--- config.mk ---
export PLATFORM = sky130hd
export DESIGN_NAME = matmul_result_drain
export DESIGN_NICKNAME = d
export VERILOG_FILES = /design/src/rtl/matmul_pkg.sv /design/src/rtl/requant_lane.sv /design/src/rtl/matmul_result_drain.sv
export SDC_FILE = /design/constraint.sdc
export NUM_CORES = 1
export LEC_CHECK = 0
export BUFFER_PORTS_ARGS = -buffer_cell sky130_fd_sc_hd__buf_4
export CAP_MARGIN = 25
export CELL_PAD_IN_SITES_DETAIL_PLACEMENT = 0
export CELL_PAD_IN_SITES_GLOBAL_PLACEMENT = 2
export CORE_MARGIN = 10
export CORE_UTILIZATION = 38
export DETAILED_ROUTE_END_ITERATION = 6
export GPL_TIMING_DRIVEN = 0
export HOLD_SLACK_MARGIN = 0.1
export PLACE_DENSITY = 0.78
export SYNTH_ARGS = -nofsm -noshare
export SYNTH_HDL_FRONTEND = slang
export SYNTH_SLANG_ARGS = --single-unit
--- constraint.sdc ---
create_clock -name clk_i -period 8.23 [get_ports clk_i]
set_clock_uncertainty 0.15 [all_clocks]
set_input_delay 0.823 -clock clk_i [delete_from_list [all_inputs] [get_ports clk_i]]
set_output_delay 0.823 -clock clk_i [all_outputs]
set_load 0.05 [all_outputs]
--- src/rtl/matmul_pkg.sv ---
// matmul_pkg: shared constants and types for the matrix-multiplier datapath and its result drain.
//   LANES/ACC_W/Q_W/DEPTH : lane count, accumulator width, requantised width, buffered vectors
//   lane_idx_t, acc_t, q_t : lane index, signed accumulator, signed requantised value
//   cfg_t                  : per-vector output configuration {quant_en, relu, shift}
package matmul_pkg;
   localparam int LANES = 8;
   localparam int ACC_W = 32;
   localparam int Q_W   = 8;
   localparam int DEPTH = 2;
   typedef logic [2:0] lane_idx_t;
   typedef logic signed [ACC_W-1:0] acc_t;
   typedef logic signed [Q_W-1:0] q_t;
   typedef struct packed {
      logic       quant_en;
      logic       relu;
      logic [4:0] shift;
   } cfg_t;
   typedef enum logic {IDLE, STREAM} state_t;
endpackage

--- src/rtl/requant_lane.sv ---
// requant_lane: combinational ReLU, rounding right-shift and signed saturation for one lane.
//   x_i        : signed accumulator lane
//   quant_en_i : 1 = requantise, 0 = pass (post-ReLU) accumulator
//   relu_i     : clamp negative input to zero first
//   shift_i    : arithmetic right-shift amount with round-half-up
//   y_o        : result, sign-extended to ACC_W when requantised
module requant_lane
   import matmul_pkg::*;
(
   input  logic [ACC_W-1:0] x_i,
   input  logic             quant_en_i,
   input  logic             relu_i,
   input  logic [4:0]       shift_i,
   output logic [ACC_W-1:0] y_o
);
   localparam logic signed [ACC_W:0] Q_MAX = (ACC_W+1)'(2**(Q_W-1) - 1);
   localparam logic signed [ACC_W:0] Q_MIN = -(ACC_W+1)'(2**(Q_W-1));
   acc_t xr;
   logic signed [ACC_W:0] rnd, sum, shr, sat;
   always_comb begin
      xr  = (relu_i && x_i[ACC_W-1]) ? '0 : x_i;
      rnd = (shift_i == 5'd0) ? '0 : ((ACC_W+1)'(1) << (shift_i - 5'd1));
      // one extra bit keeps the rounding add from wrapping near the positive limit
      sum = {xr[ACC_W-1], xr} + rnd;
      shr = sum >>> shift_i;
      sat = (shr > Q_MAX) ? Q_MAX : (shr < Q_MIN) ? Q_MIN : shr;
      // sat fits in Q_W signed bits, so truncation here is a sign-extension
      y_o = quant_en_i ? sat[ACC_W-1:0] : xr;
   end
endmodule

--- src/rtl/matmul_result_drain.sv ---
// matmul_result_drain: ping-pong buffers multiplier result vectors and streams them one lane per beat.
//   clk_i, rstn_i          : clock, asynchronous active-low reset
//   done_i, matmul_i       : result-vector pulse and data from the multiplier
//   quant_en_i/relu_i/shift_i : output config, latched per captured vector
//   m_valid_o/m_ready_i    : beat handshake; m_data_o, m_idx_o, m_last_o carry the beat
//   busy_o                 : buffer non-empty
//   overflow_o, clr_ovf_i  : sticky dropped-vector flag and its synchronous clear
module matmul_result_drain
   import matmul_pkg::*;
(
   input  logic                   clk_i,
   input  logic                   rstn_i,
   input  logic                   done_i,
   input  logic [LANES*ACC_W-1:0] matmul_i,
   input  logic                   quant_en_i,
   input  logic                   relu_i,
   input  logic [4:0]             shift_i,
   output logic                   m_valid_o,
   input  logic                   m_ready_i,
   output logic [ACC_W-1:0]       m_data_o,
   output logic [2:0]             m_idx_o,
   output logic                   m_last_o,
   output logic                   busy_o,
   output logic                   overflow_o,
   input  logic                   clr_ovf_i
);
   state_t state_q, state_d;
   logic [LANES*ACC_W-1:0] buf_q [DEPTH];
   logic [LANES*ACC_W-1:0] buf_d [DEPTH];
   cfg_t cfg_q [DEPTH];
   cfg_t cfg_d [DEPTH];
   logic wr_q, wr_d, rd_q, rd_d, ovf_q, ovf_d;
   logic [1:0] cnt_q, cnt_d;
   logic [ACC_W-1:0] data_q, data_d;
   lane_idx_t idx_q, idx_d;
   logic last_q, last_d;
   logic xfer, fin, cap, ld, bypass;
   lane_idx_t sel_lane;
   logic [ACC_W-1:0] sel_x, rq_y;
   cfg_t sel_cfg;

   always_comb begin
      xfer  = m_valid_o && m_ready_i;
      fin   = xfer && (idx_q == lane_idx_t'(LANES-1));
      // a final-lane transfer frees its slot in the same cycle, so a full buffer can still capture
      cap   = done_i && (cnt_q != 2'(DEPTH) || fin);
      cnt_d = cnt_q + 2'(cap) - 2'(fin);
      wr_d  = wr_q ^ cap;
      rd_d  = rd_q ^ fin;
      ovf_d = (done_i && !cap) || (ovf_q && !clr_ovf_i);
      buf_d = buf_q;
      cfg_d = cfg_q;
      if (cap) begin
         buf_d[wr_q] = matmul_i;
         cfg_d[wr_q] = '{quant_en_i, relu_i, shift_i};
      end
      // the output register reloads whenever it is empty or its beat is being taken
      ld       = !m_valid_o || m_ready_i;
      // nothing else buffered: the next beat is lane 0 of the vector arriving now
      bypass   = (cnt_q - 2'(fin)) == 2'd0;
      sel_lane = (m_valid_o && !fin) ? idx_q + 3'd1 : '0;
      sel_x    = bypass ? matmul_i[ACC_W-1:0] : buf_q[rd_d][sel_lane*ACC_W +: ACC_W];
      sel_cfg  = bypass ? cfg_t'{quant_en_i, relu_i, shift_i} : cfg_q[rd_d];
      data_d   = !ld ? data_q : (cnt_d != 2'd0) ? rq_y : '0;
      idx_d    = !ld ? idx_q : (cnt_d != 2'd0) ? sel_lane : '0;
      last_d   = !ld ? last_q : (cnt_d != 2'd0) && (sel_lane == lane_idx_t'(LANES-1));
   end

   requant_lane u_rq (
      .x_i        (sel_x),
      .quant_en_i (sel_cfg.quant_en),
      .relu_i     (sel_cfg.relu),
      .shift_i    (sel_cfg.shift),
      .y_o        (rq_y)
   );

   always_comb state_d = (cnt_d != 2'd0) ? STREAM : IDLE;

   always_ff @(posedge clk_i or negedge rstn_i) begin
      if (!rstn_i) begin
         state_q <= IDLE;
         wr_q    <= 1'b0;
         rd_q    <= 1'b0;
         cnt_q   <= '0;
         ovf_q   <= 1'b0;
         data_q  <= '0;
         idx_q   <= '0;
         last_q  <= 1'b0;
      end else begin
         state_q <= state_d;
         wr_q    <= wr_d;
         rd_q    <= rd_d;
         cnt_q   <= cnt_d;
         ovf_q   <= ovf_d;
         data_q  <= data_d;
         idx_q   <= idx_d;
         last_q  <= last_d;
      end
   end

   // storage needs no reset: an empty count makes its contents unobservable
   always_ff @(posedge clk_i) begin
      buf_q <= buf_d;
      cfg_q <= cfg_d;
   end

   always_comb begin
      m_valid_o  = state_q == STREAM;
      m_data_o   = data_q;
      m_idx_o    = idx_q;
      m_last_o   = last_q;
      busy_o     = cnt_q != 2'd0;
      overflow_o = ovf_q;
   end
endmodule

Word-level counts from Yosys, hierarchy flattened
Index checks and enable logic that the tools add are counted.
{"block": "word_totals", "ff_bits": 568, "input_bits": 268, "wordCells": 80}
{"block": "op_classes", "n_bitwise": 4, "n_reduce_logical": 20, "addsub": 6, "n_mux": 23, "magnitude_cmp": 5, "eq_ne": 3, "shift": 3}
{"op": "two-way mux 256 bit", "count": 4}
{"op": "bitwise mux 512 bit", "count": 1}
{"op": "demux 256 bit (select 1 bit)", "count": 1}
{"op": "indexed part select 256 x 9 -> 32 bit", "count": 1}
{"op": "two-way mux 32 bit", "count": 6}
{"op": "two-way mux 7 bit", "count": 5}
{"op": "adder 33 bit", "count": 1}
{"op": "greater-than comparator 33 x 8 -> 1 bit (second input constant)", "count": 1}
{"op": "less-than comparator 33 x 8 -> 1 bit (second input constant)", "count": 1}
{"op": "two-way mux 33 bit", "count": 1}
{"op": "left shift 1 x 5 -> 33 bit (first input constant)", "count": 1}
{"op": ">>> shifter 33 x 5 -> 33 bit", "count": 1}
{"op": "bitwise mux 14 bit", "count": 1}
{"op": "logical AND 1 bit", "count": 9}
{"op": "demux 7 bit (select 1 bit)", "count": 1}
{"op": "== test 3 bit (second input constant)", "count": 2}
{"op": "two-way mux 3 bit", "count": 2}
{"op": "zero test 5 bit", "count": 1}
{"op": "subtractor 5 x 1 -> 5 bit (second input constant)", "count": 1}
{"op": "greater-or-equal comparator 2 bit (second input constant)", "count": 2}
{"op": "zero test 1 bit", "count": 4}
{"op": "inverter 1 -> 2 bit", "count": 2}
{"op": "nonzero test 2 bit", "count": 2}
{"op": "subtractor 2 x 1 -> 2 bit", "count": 2}
{"op": "8 further kinds", "count": 11}

Logic depth before layout (Yosys ltp)
{"block": "logic_depth", "word_depth": 18, "mapped_depth": 32}

Modules after synthesis
Synthesis repeated with hierarchy kept, for this count alone.
{"block": "hier_totals", "hier_cells": 2570, "area_unflattened_um2": 29682.2}
{"module": "matmul_result_drain", "cells_per_inst": 1686, "seq_area_each_um2": 16846.2, "area_per_inst_um2": 23984.3, "n_inst": 1}
{"module": "requant_lane", "cells_per_inst": 884, "seq_area_each_um2": 0.0, "area_per_inst_um2": 5698.0, "n_inst": 1}

Worst setup path before layout
OpenSTA, ideal clock, no wires.
{"block": "synth_path", "path_type": "reg-to-reg", "start": "register idx_q[0], in the netlist m_idx_o[0]", "end": "register buf_q[0] in the netlist's numbering (enable)", "setup_slack_ns": -0.149, "arrival_time_ns": 7.570, "stages_incl_launch_ff": 8, "synth_period_minus_slack_ns": 8.379, "n_path_buf": 0, "path_cell_list": "dfrtp_1 -> ha_1 -> ha_1 -> nand3_2 -> nand3b_1 -> nand2_1 -> inv_1 -> ha_1"}
{"block": "synth_via", "elab_chain_len": 4}
{"item": "start, declared", "line": "matmul_result_drain.sv:35", "source": "lane_idx_t idx_q, idx_d;"}
{"item": "start signal, assigned", "line": "matmul_result_drain.sv:96", "source": "idx_q <= idx_d;"}
{"item": "== test 3 bit", "line": "matmul_result_drain.sv:44", "source": "fin = xfer && (idx_q == lane_idx_t'(LANES-1));"}
{"item": "logical AND 1 bit", "line": "matmul_result_drain.sv:44"}
{"item": "logical OR 1 bit", "line": "matmul_result_drain.sv:46", "source": "cap = done_i && (cnt_q != 2'(DEPTH) || fin);"}
{"item": "logical AND 1 bit", "line": "matmul_result_drain.sv:46"}
{"item": "end signal, assigned", "line": "matmul_result_drain.sv:103", "source": "buf_q <= buf_d;"}
{"item": "end, declared", "line": "matmul_result_drain.sv:28", "source": "logic [LANES*ACC_W-1:0] buf_q [DEPTH];"}
No other way between the ends.
A chain may end at the register's enable or synchronous reset.

Worst setup path in the final report
{"block": "layout_path", "start": "register idx_q[0], in the netlist m_idx_o[0]", "end": "register data_q[0], in the netlist m_data_o[0]"}
{"block": "layout_via", "elab_chain_len": 18, "word_cells_on_any_way": 38, "classes_between": "add/sub (6); order compare (2); eq/ne (1); shift (3); mux (15); bitwise (2); reduce/logical (9)"}
{"item": "== test 3 bit", "line": "matmul_result_drain.sv:44"}
{"item": "logical AND 1 bit", "line": "matmul_result_drain.sv:44"}
{"item": "XOR 1 bit", "line": "matmul_result_drain.sv:49", "source": "rd_d = rd_q ^ fin;"}
{"item": "inverter 1 -> 2 bit (not written as such)", "line": "matmul_result_drain.sv:62, matmul_result_drain.sv:63"}
{"item": "two-way mux 256 bit (not written as such) or two-way mux 7 bit (tied branches) (3 in a row)", "line": "matmul_result_drain.sv:62, matmul_result_drain.sv:63"}
{"item": "indexed part select 256 x 9 -> 32 bit or two-way mux 7 bit (tied branches)", "line": "matmul_result_drain.sv:62, matmul_result_drain.sv:63"}
{"item": "two-way mux 32 bit or subtractor 5 x 1 -> 5 bit (tied branches)", "line": "matmul_result_drain.sv:62, requant_lane.sv:22"}
{"item": "logical AND 1 bit or left shift 1 x 5 -> 33 bit (tied branches)", "line": "requant_lane.sv:21, requant_lane.sv:22"}
{"item": "two-way mux 32 bit or two-way mux 33 bit (tied branches)", "line": "requant_lane.sv:21, requant_lane.sv:22"}
{"item": "adder 33 bit", "line": "requant_lane.sv:24", "source": "sum = {xr[ACC_W-1], xr} + rnd;"}
{"item": ">>> shifter 33 x 5 -> 33 bit", "line": "requant_lane.sv:25", "source": "shr = sum >>> shift_i;"}
{"item": "less-than comparator 33 x 8 -> 1 bit", "line": "requant_lane.sv:26", "source": "sat = (shr > Q_MAX) ? Q_MAX : (shr < Q_MIN) ? Q_MIN : shr;"}
{"item": "two-way mux 32 bit (2 in a row)", "line": "requant_lane.sv:26"}
{"item": "two-way mux 32 bit", "line": "requant_lane.sv:28", "source": "y_o = quant_en_i ? sat[ACC_W-1:0] : xr;"}
{"item": "two-way mux 32 bit *", "line": "matmul_result_drain.sv:64", "source": "data_d = !ld ? data_q : (cnt_d != 2'd0) ? rq_y : '0;"}
{"item": "end signal, assigned", "line": "matmul_result_drain.sv:95", "source": "data_q <= data_d;"}
{"item": "end, declared", "line": "matmul_result_drain.sv:34", "source": "logic [ACC_W-1:0] data_q, data_d;"}
Every way passes the cells marked *; elsewhere a longest branch is shown, timed or not. The select of a mux whose other input is x is not followed.

==> summary.txt <==
Yosys
  • Commonest cells in the netlist: 526 x edfxtp_1, 231 x nand2_1, 126 x mux4_2, 126 x nor2_1, 100 x a21oi_1
  • Dominant cell type by area after synthesis: edfxtp_1
  • Distinct cells, synth: 89
  • Syn_nets: 2,206
  • Seq/Total Area, Yosys: 63.0%
  • Ys Warns: 0
  • Gate Count Post-Synth: 1,899
  • Ys async rst share: 7.39%
  • Yosys reg bits: 568
  • Syn avg cell area: 14.1 um^2
  • Post-synth top flop: edfxtp_1
  • Count leader, synth: edfxtp_1
  • Mapped Area: 26,800 um^2
  • Synth top area share: 59.0%
  • EDFF count, synth: 526
  • Area contributors post-synth: edfxtp_1 59%, mux4_2 11%, dfrtp_1 3.9%

Floorplan
  • Core area: 69,900 um^2
  • Die width: 285 um
  • Initial Utilization: 38.3%
  • Die ar.: 81,400 um^2
  • Ports: 307
  • # rows: 97
  • Die Y: 285 um

Timing
  • Final period util: 95.1%
  • RSZ-0062 raised after global routing: false
  • Final Hold Vio Count: 0
  • Fin. max-slew vios: 0
  • Final setup vio count: 0
  • Max Fclk: 128 MHz
  • Worst-Margin Slew: 1130 ps
  • Relative slew slack: 24.2%
  • Minimum clock period: 7830 ps
  • Final hold slack: 197 ps

Power and ir drop
  • Flop pwr share: 28.4%
  • Power Internal: 8.21 mW
  • Clock share of power: 18.4%
  • Sw Share: 43.5%
  • Peak supply drop: 0.204 mV
  • Logic pwr share: 53.2%
  • P per Cell Area: 436 nW/um^2
  • NetSw: 6.33 mW
  • Leak pwr: 11.9 nW

CTS
  • CTS H-Tree Depth: 2
  • CTS tree: done
  • Root buf cell: clkbuf_16
  • Clk_lat worst skew: 660 ps
  • Number of CTS-inserted buffers: 58
  • Clk sink count: 568
  • Max clock buf depth: 3
  • Clock slew at reported path FFs: 60 ps

Setup path
  • CP endpoint kind: flip-flop
  • CP peak stage delay: 540 ps
  • Crit Path Max Fanout: 10
  • WP data arrival: 8170 ps
  • Most common cell on crit path: buf_12
  • Slowest CP cell: mux4_2
  • Worst Path Required: 8570 ps
  • Critical Path Source Type: flip-flop
  • Critical path class: reg -> reg

Place
  • Detail Placement HPWL: 65,700 um
  • PortBufs: 306
  • GPL Wtd Cong: 0.885
  • Placed insts: 3,158

Finish
  • Layout cell share with drive strength beyond 1: 31.9%
  • Layout Nets: 2,599
  • Syn-to-layout area delta: 24.6%
  • Non-filler instance count after layout: 3,286

Flow run
  • Max Cap Viol: 0

Route
  • Vias per cell: 5.55
  • DR DRC count: 0
  • Wire per inst: 26.0 um
  • 1st-iter DRT viols: 1,331
  • First-pass DRT Iterations: 6
  • ANT nets after route: 0
  • Final WL: 85,500 um
  • Via Count: 18,200

Run status
  • Status: completed

GRT
  • Largest net degree at the start of global routing: 67
  • Initial antenna violation count: 20
  • Total grt overflow: 0
  • Vias in the first global route: 19,200
  • Total track usage: 20.6%
  • First-pass GRT wire length: 126,000 um

Min path
  • Hold Path Class: in -> reg
registers in the layout (all words and copies together), names as in the netlist:
| signal | flops |
|---|---|
| buf_q | 512 |
| rd_q | 1 |
| m_valid_o | 1 |
| overflow_o | 1 |
| wr_q | 1 |
| cnt_q | 2 |
| cfg_q | 14 |
| m_last_o | 1 |
| m_data_o | 32 |
| m_idx_o | 3 |
area by class of cell:
class / count / area, um^2
Clock buffer: 73 / 1520
Buffer: 112 / 634
Sequential cell: 568 / 16800
Multi-Input combinational cell: 1197 / 9860
Tap cell: 940 / 1180
Inverter: 17 / 63.8
Timing Repair Buffer: 338 / 2770
Fill cell: 6194 / 36600
Antenna cell: 5 / 12.5
Clock inverter: 36 / 454
cell usage in the layout (no fill, tap or decap), types with 20 or more instances in the layout:
cell / instances
nor3_1: 20
dfrtp_1: 41
and2_1: 41
buf_2: 20
buf_4: 330
a311oi_1: 31
o21ai_0: 77
o211ai_1: 20
ha_1: 31
edfxtp_1: 526
a211oi_1: 36
a21oi_1: 97
mux2i_1: 28
nand2_1: 231
mux4_2: 126
clkbuf_16: 58
clkbuf_2: 24
clkbuf_1: 53
nand3_1: 42
nor2_1: 123
kinds of logic after synthesis:
| kind of cell | count (synthesis) | share of synthesized area (%) |
|---|---|---|
| simple gates | 535 | 9.01 |
| flops | 568 | 63.0 |
| xor+xnor | 24 | 0.926 |
| other cells | 1 | 0.0140 |
| fa+ha+maj | 39 | 1.85 |
| buf+inv | 134 | 2.14 |
| compound gates | 434 | 10.9 |
| mux | 164 | 12.2 |
routing by layer:
metal  global-route usage, %  share of wire [%]  vias up
li1                        -                  -     8298
met1                    26.0                 41     9252
met2                    35.4                 51      552
met3                    4.48                5.9      116
met4                    5.50                2.1       28
met5                       0               0.20        -
power by group through the flow:
stage | Clock, mW | Sequential [mW] | Combinational, mW
2_1_floorplan | 0 | 4.61 | 4.36
6_report | 2.67 | 4.13 | 7.73
5_1_grt | 2.86 | 4.19 | 8.31
3_3_place_gp | 0 | 4.49 | 7.08
4_1_cts | 2.73 | 4.14 | 7.41
3_5_place_dp | 0 | 4.20 | 7.17
timing repair:
item / CTS / global route
hold buffers: 1 / 0
endpoints found under the hold margin: 33 / 0
setup endpoints to repair: 32 / 18
buffers inserted: 11 / 7
pin swaps: 9 / 8
gates resized for setup: 116 / 102
stage by stage:
step | worst slack, ps | total power, mW | util (%) | cell area, um^2 | setup TNS [ps]
after floorplan | -149 | 8.97 | - | 26800 | -78480
after global placement | -3510 | 11.6 | 43.2 | 30200 | -1823980
after detailed placement | -1480 | 11.4 | 43.7 | 30500 | -29720
after CTS | 9.31 | 14.3 | 47.1 | 32900 | 0
after global routing | 64.1 | 15.4 | 47.7 | 33300 | 0
final | 403 | 14.5 | 47.7 | 33300 | 0
final timing paths:
| kind | start | slack [ps] | cells after the start | to |
|---|---|---|---|---|
| max in group asynchronous | rstn_i | 6860 | 2 | m_idx_o[0] |
| min in group asynchronous | rstn_i | 630 | 2 | wr_q |
| min reg2reg | m_data_o[11] | 320 | 2 | m_data_o[11] |
| min | matmul_i[235] | 200 | 1 | buf_q[491] |
| max | m_idx_o[0] | 400 | 34 | m_data_o[0] |
| max reg2reg | m_idx_o[0] | 400 | 34 | m_data_o[0] |
worst max-delay path: cells and delay by family (launching register included):
family                   cells  cell delay, ps
AO/OA/AOI/OAI               14            2980
buffers and inverters        9            1350
AND/OR/NAND/NOR              5            1250
multiplexers                 2             710
adder cells (fa/ha/maj)      3             700
flip-flops                   1             430
XOR/XNOR                     1             150
Note: power is estimated with default switching activity, not from simulation.
